--- src/rtl/sync_fifo_param.sv ---
// Single-clock parameterised FIFO with registered read data, registered
// occupancy flags and sticky overflow/underflow error flags.
module sync_fifo_param #(
    parameter int unsigned DATA_W = 8,
    parameter int unsigned ADDR_W = 3,
    parameter int unsigned AF_LVL = 6,
    parameter int unsigned AE_LVL = 2
) (
    input  logic              clk,
    input  logic              reset,
    input  logic [DATA_W-1:0] inp_d,
    input  logic              write_flg,
    input  logic              read_flg,
    input  logic              flush,
    input  logic              clr_err,
    output logic [DATA_W-1:0] out_d,
    output logic              out_valid,
    output logic              full,
    output logic              empty,
    output logic              almost_full,
    output logic              almost_empty,
    output logic [ADDR_W:0]   count,
    output logic              overflow,
    output logic              underflow
);

    localparam int unsigned DEPTH = 1 << ADDR_W;
    localparam int unsigned CNT_W = ADDR_W + 1;

    logic [DATA_W-1:0] mem [DEPTH];
    logic [ADDR_W-1:0] wr_ptr;
    logic [ADDR_W-1:0] rd_ptr;

    logic              rd_ok;
    logic              wr_ok;
    logic              rd_en;
    logic              wr_en;
    logic              overflow_set;
    logic              underflow_set;
    logic [CNT_W-1:0]  count_next;

    // Accept/refuse decisions; flush overrides both requests and suppresses error events.
    always_comb begin
        rd_ok         = read_flg & ~empty;
        wr_ok         = write_flg & (~full | rd_ok);
        rd_en         = rd_ok & ~flush;
        wr_en         = wr_ok & ~flush;
        overflow_set  = write_flg & ~wr_ok & ~flush;
        underflow_set = read_flg & empty & ~flush;
        count_next    = count;
        if (flush) begin
            count_next = '0;
        end else if (wr_en && !rd_en) begin
            count_next = count + CNT_W'(1);
        end else if (rd_en && !wr_en) begin
            count_next = count - CNT_W'(1);
        end
    end

    // Flags are derived from the next count so they always match the count register.
    always_ff @(posedge clk or posedge reset) begin
        if (reset) begin
            wr_ptr       <= '0;
            rd_ptr       <= '0;
            count        <= '0;
            full         <= 1'b0;
            empty        <= 1'b1;
            almost_full  <= 1'b0;
            almost_empty <= 1'b1;
            out_d        <= '0;
            out_valid    <= 1'b0;
            overflow     <= 1'b0;
            underflow    <= 1'b0;
        end else begin
            count        <= count_next;
            full         <= (count_next == CNT_W'(DEPTH));
            empty        <= (count_next == '0);
            almost_full  <= (count_next >= CNT_W'(AF_LVL));
            almost_empty <= (count_next <= CNT_W'(AE_LVL));
            out_valid    <= rd_en;

            if (flush) begin
                wr_ptr <= '0;
                rd_ptr <= '0;
            end else begin
                if (wr_en) begin
                    wr_ptr <= wr_ptr + ADDR_W'(1);
                end
                if (rd_en) begin
                    rd_ptr <= rd_ptr + ADDR_W'(1);
                    out_d  <= mem[rd_ptr];
                end
                // Set wins over clear so an event in the clearing cycle is not lost.
                overflow  <= (overflow & ~clr_err) | overflow_set;
                underflow <= (underflow & ~clr_err) | underflow_set;
            end
        end
    end

    // Storage is deliberately not reset; the reset term blocks a write at a reset edge.
    always_ff @(posedge clk) begin
        if (wr_en && !reset) begin
            mem[wr_ptr] <= inp_d;
        end
    end

endmodule
--- config.mk ---
export PLATFORM = sky130hd
export DESIGN_NAME = sync_fifo_param
export DESIGN_NICKNAME = d
export VERILOG_FILES = /design/src/rtl/sync_fifo_param.sv
export SDC_FILE = /design/constraint.sdc
export NUM_CORES = 1
export LEC_CHECK = 0
export BUFFER_PORTS_ARGS = -buffer_cell sky130_fd_sc_hd__buf_2
export CAP_MARGIN = 40
export CORE_AREA = 4 4 70 104
export CTS_CLUSTER_SIZE = 14
export DETAILED_ROUTE_END_ITERATION = 7
export DIE_AREA = 0 0 74 108
export PLACE_DENSITY = 0.75
export SKIP_CTS_REPAIR_TIMING = 1
export SYNTH_ARGS = -nofsm -noshare
export SYNTH_HDL_FRONTEND = slang
export SYNTH_SLANG_ARGS = --single-unit
--- constraint.sdc ---
create_clock -name clk -period 2.6 [get_ports clk]
set_input_delay 0.39 -clock clk [delete_from_list [all_inputs] [get_ports clk]]
set_output_delay 0.39 -clock clk [all_outputs]
set_load 0.1 [all_outputs]
## Word-level counts from Yosys, hierarchy flattened

Memories as Yosys holds them, arrays and structs flattened. A register that Yosys moved wholly into a read port is not among the register bits.
Index checks and enable logic that the tools add are counted.

- Register bits after elaboration: 17
- Bits in writable memories: 64
- Word-level logic and storage cells: 55
- Memories: 1

Memories:

| memory | depth | bits a word | rd ports | clocked after Yosys merged registers in | write ports | line | text |
|---|---|---|---|---|---|---|---|
| mem | 8 | 8 | 1 | 1 | 1 | 30 | `logic [DATA_W-1:0] mem [DEPTH];` |

- $add $sub $neg: 4
- Order comparisons: 2
- Equal/unequal tests: 1
- Muxes and demuxes: 9
- Bitwise operators: 18
- Reduce and logical (&&, ||, !) cells: 10

Operators with widths:

| kind | number |
|---|---|
| $mux W3 | 4 |
| $mux W4 | 3 |
| $and A1 B1 Y1 | 10 |
| $add A3 B1 Y3 const B | 2 |
| $not A1 Y1 | 5 |
| $add A4 B1 Y4 const B | 1 |
| $eq A4 B4 Y1 const B | 1 |
| $ge A4 B3 Y1 const B | 1 |
| $le A4 B2 Y1 const B | 1 |
| $logic_not A4 Y1 | 1 |
| $reduce_bool A2 Y1 | 2 |
| $sub A4 B1 Y4 const B | 1 |
| $logic_and A1 B1 Y1 | 3 |
| $logic_not A1 Y1 | 3 |
| $or A1 B1 Y1 | 3 |
| $mux W1 | 2 |
| $reduce_and A2 Y1 | 1 |

## Logic depth before layout (Yosys ltp)

- Depth after elaboration: 11
- Gate-level depth with buffers: 6
- Depth with buffers taken out: 6

## Least setup slack after synthesis

No wires, ideal clock.

- Path kind: register -> register
- Start: register empty
- End: memory mem[1][0] (enable)
- Library setup time: 0.383 ns
- Arrival: 2.078 ns
- Required time: 2.217 ns
- Slack: 0.139 ns
- Cell stages (with the launch flop): 6
- Clock period less this slack: 2.461 ns
- Path through: dfstp_2 nand2b_1 buf_2 a21boi_1 nand3_1 nor3_1

- Longest elaborated chain between the ends: 8

Ends and longest elaborated chain:

| what | line | text |
|---|---|---|
| start, declared | 19 | `output logic empty,` |
| start signal, assigned | 77 | `empty <= (count_next == '0);` |
| $not A1 Y1 | 44 | `rd_ok = read_flg & ~empty;` |
| $and A1 B1 Y1 | 44 |  |
| $or A1 B1 Y1 | 45 | `wr_ok = write_flg & (~full \| rd_ok);` |
| $and A1 B1 Y1 | 45 |  |
| $and A1 B1 Y1 | 47 | `wr_en = wr_ok & ~flush;` |
| $logic_and A1 B1 Y1 | 102 | `if (wr_en && !reset) begin` |
| $mux W1 | 102 |  |
| $mux W1 (implied by the code) | 103 | `mem[wr_ptr] <= inp_d;` |
| end, declared | 30 |  |

No other way between the ends.

## Worst setup path in the final report

- Start: register empty
- End: memory mem[1][4] (enable)

The elaborated chain is that of the path after synthesis.

==> impl_metrics.ini <==
[sta]
fin_setup_tns_ns = 0
max_freq_mhz = 466.6
hold_ws_ns = 0.06834
slew_viol_final = 0
setup_violations = 0
slew_headroom_pct = 44.80
max_slew.worst_pin.slew_ns = 0.8280
skew_ns = 0.006848
finalCritPeriodShare_pct = 82.43
hold_viol_final = 0
grt_setup_unrepaired = false
min_period_ns = 2.143

[die]
start_util_pct = 56.08
die_area_mm2 = 0.007992
rows = 36
coreArea_mm2 = 0.006441
chipHeight_um = 108
die_w_um = 74
io_pins = 33

[worst_setup_path]
start_kind = register
cp_slowest_cell = a21boi_1
arrival_ns = 2.20
critical_path.startpoint = empty$_DFF_PP1_
cp_top_family = simple AND/OR/NAND/NOR gates
critical_path_peak_fanout = 10
endpoint_kind = register
worst-path-buf-inv = 1
crit_type = reg2reg
cp.required_ns = 2.66
rr_startpoint = empty$_DFF_PP1_
crit_chain = nand2b_1, a21boi_1, nand3_1, nor3_1, buf_4
slowest_delay_ns = 0.48

[yosys]
synth_edf_count = 64
synth_area_leaders = edfxtp_1, dfrtp_1, mux4_2, mux2i_1, nor2_1
synth_fp_nets = 230
synthCells = 212
netlist-cell-type-count = 38
synth_largest_area_cell = edfxtp_1
yosys_warnings = 0
synth_common_cells = edfxtp_1, nor2_1, dfrtp_1, mux4_2, mux2i_1
synth_most_common_cell = edfxtp_1
synth_area_mm2 = 0.003612
synth_top_flop_cell = edfxtp_1
synth_seq_cells = 89
yosys.area.top_type_share_pct = 53.20
ys_seq_area_share_pct = 70.59
async_flop_share_pct = 28.09
avgSynthCellArea_um2 = 17.04

[power]
leakage_nw = 1.515
power.density_mw_per_mm2 = 942.1
ir_worst_vdd_v = 0.0004558
finalPower_w = 0.003858

[placement]
io_buffers = 32
gp_congestion = 0.7714
dp_hpwl_um = 4480
dpl_cell_area_mm2 = 0.003900

[clocking]
numCtsBuffers = 9
htree_levels = 3
insertion_delay_ns = 0.35
cts-root-buf = clkbuf_8
clk_pin_slew_worst_paths_ns = 0.08
cts.sinks = 89
clk_path_buf_depth = 2
cts_tree = yes

[final_layout]
antenna_cells = 0
fin_nets = 275
postLayoutCellArea_mm2 = 0.004095
drive_above_1_share_pct = 31.68
area_growth_pct = 13.37

[drt]
wirelength_um = 6324
ant_nets = 0
drc = 0
routed_via_density = 5.556
wl_per_cell_um = 18.71
dr.first_iter.drc_count = 103
dr.pass1.iters = 4
num_vias = 1878

[global_route]
grt_max_degree = 21
track_usage_pct = 18.41
grt_pass1_vias = 1995
grt_pass1_wl_um = 10430
antenna_found_initial = 0
overflow = 0

[outcome]
outcome = finished, final reports clean

[job]
cap_violations = 0

[worst_hold_path]
hold_class = in2async
-- state kept, by name, indices dropped and copies added (netlist names), 3 cells and up --
register,count
rd_ptr,3
count,4
wr_ptr,3
out_d,8
mem,64
-- final timing paths --
| path | to | slack, ns | depth (start not counted) |
|---|---|---|---|
| max in group asynchronous | almost_empty$_DFF_PP1_ | 1.89 | 3 |
| min reg2reg | overflow$_DFFE_PP0N_ | 0.48 | 2 |
| min | out_d[4]$_DFFE_PP0P_ | 0.07 | 2 |
| max | mem[1][4]$_DFFE_PP_ | 0.46 | 5 |
| max reg2reg | mem[1][4]$_DFFE_PP_ | 0.46 | 5 |
| min in group clk | mem[6][4]$_DFFE_PP_ | 0.32 | 1 |
-- cell type report --
type | instances | area (µm²)
clock buffers | 10 | 127.6
clock inverters | 6 | 67.56
fillers | 486 | 2346
inverters | 7 | 26.28
multi-input cells | 107 | 985.9
flip-flops and latches | 89 | 2550
well taps | 76 | 95.09
repair buffers | 43 | 242.7
-- cells in the final DEF, fill, tap and decap left out, drive strengths merged, types with 2 or more instances in the layout --
master and instances:
edfxtp 64, buf 43, nor2 26, dfrtp 23, mux4 16, mux2i 11, clkbuf 10, a21oi 9
inv 8, nand2 7, nand2b 4, ha 4, xor2 3, xnor2 3, nand3 3, nor3 3
dfstp 2, clkinvlp 2, nor4b 2, and2 2, clkinv 2
-- metrics by stage --
stage | instances | util (%) | setup WS, ns
2_1_floorplan | 212 | - | 0.1387
3_3_place_gp | 322 | 60.55 | 0.5929
3_5_place_dp | 322 | 60.55 | 0.4747
4_1_cts | 338 | 63.58 | 0.4665
5_1_grt | 338 | 63.58 | 0.2522
6_report | 338 | 63.58 | 0.4569
-- cells by family (layout without fill, tap and decap cells) --
family | count (synthesis) | after routing | synth area share [%]
flops | 89 | 89 | 70.59
xor+xnor | 6 | 6 | 1.455
fa+ha+maj | 4 | 4 | 1.386
simple gates | 51 | 51 | 7.586
compound gates | 18 | 18 | 3.429
mux | 28 | 28 | 13.44
buf+inv | 16 | 66 | 2.113
-- routing by layer --
layer	global-route usage, %	part of all wire, %
met5	0	0
met4	10.23	2.5
met3	2.698	3.4
met2	28.87	51
met1	24.56	43
-- where the power goes --
group / total, W / switching [W] / internal, W
registers: 0.00173 / 0.0000920 / 0.00164
clock network: 0.000911 / 0.000464 / 0.000447
logic: 0.00122 / 0.000949 / 0.000266
total: 0.00386 / 0.00150 / 0.00235
(Power assumes the default switching activity.)
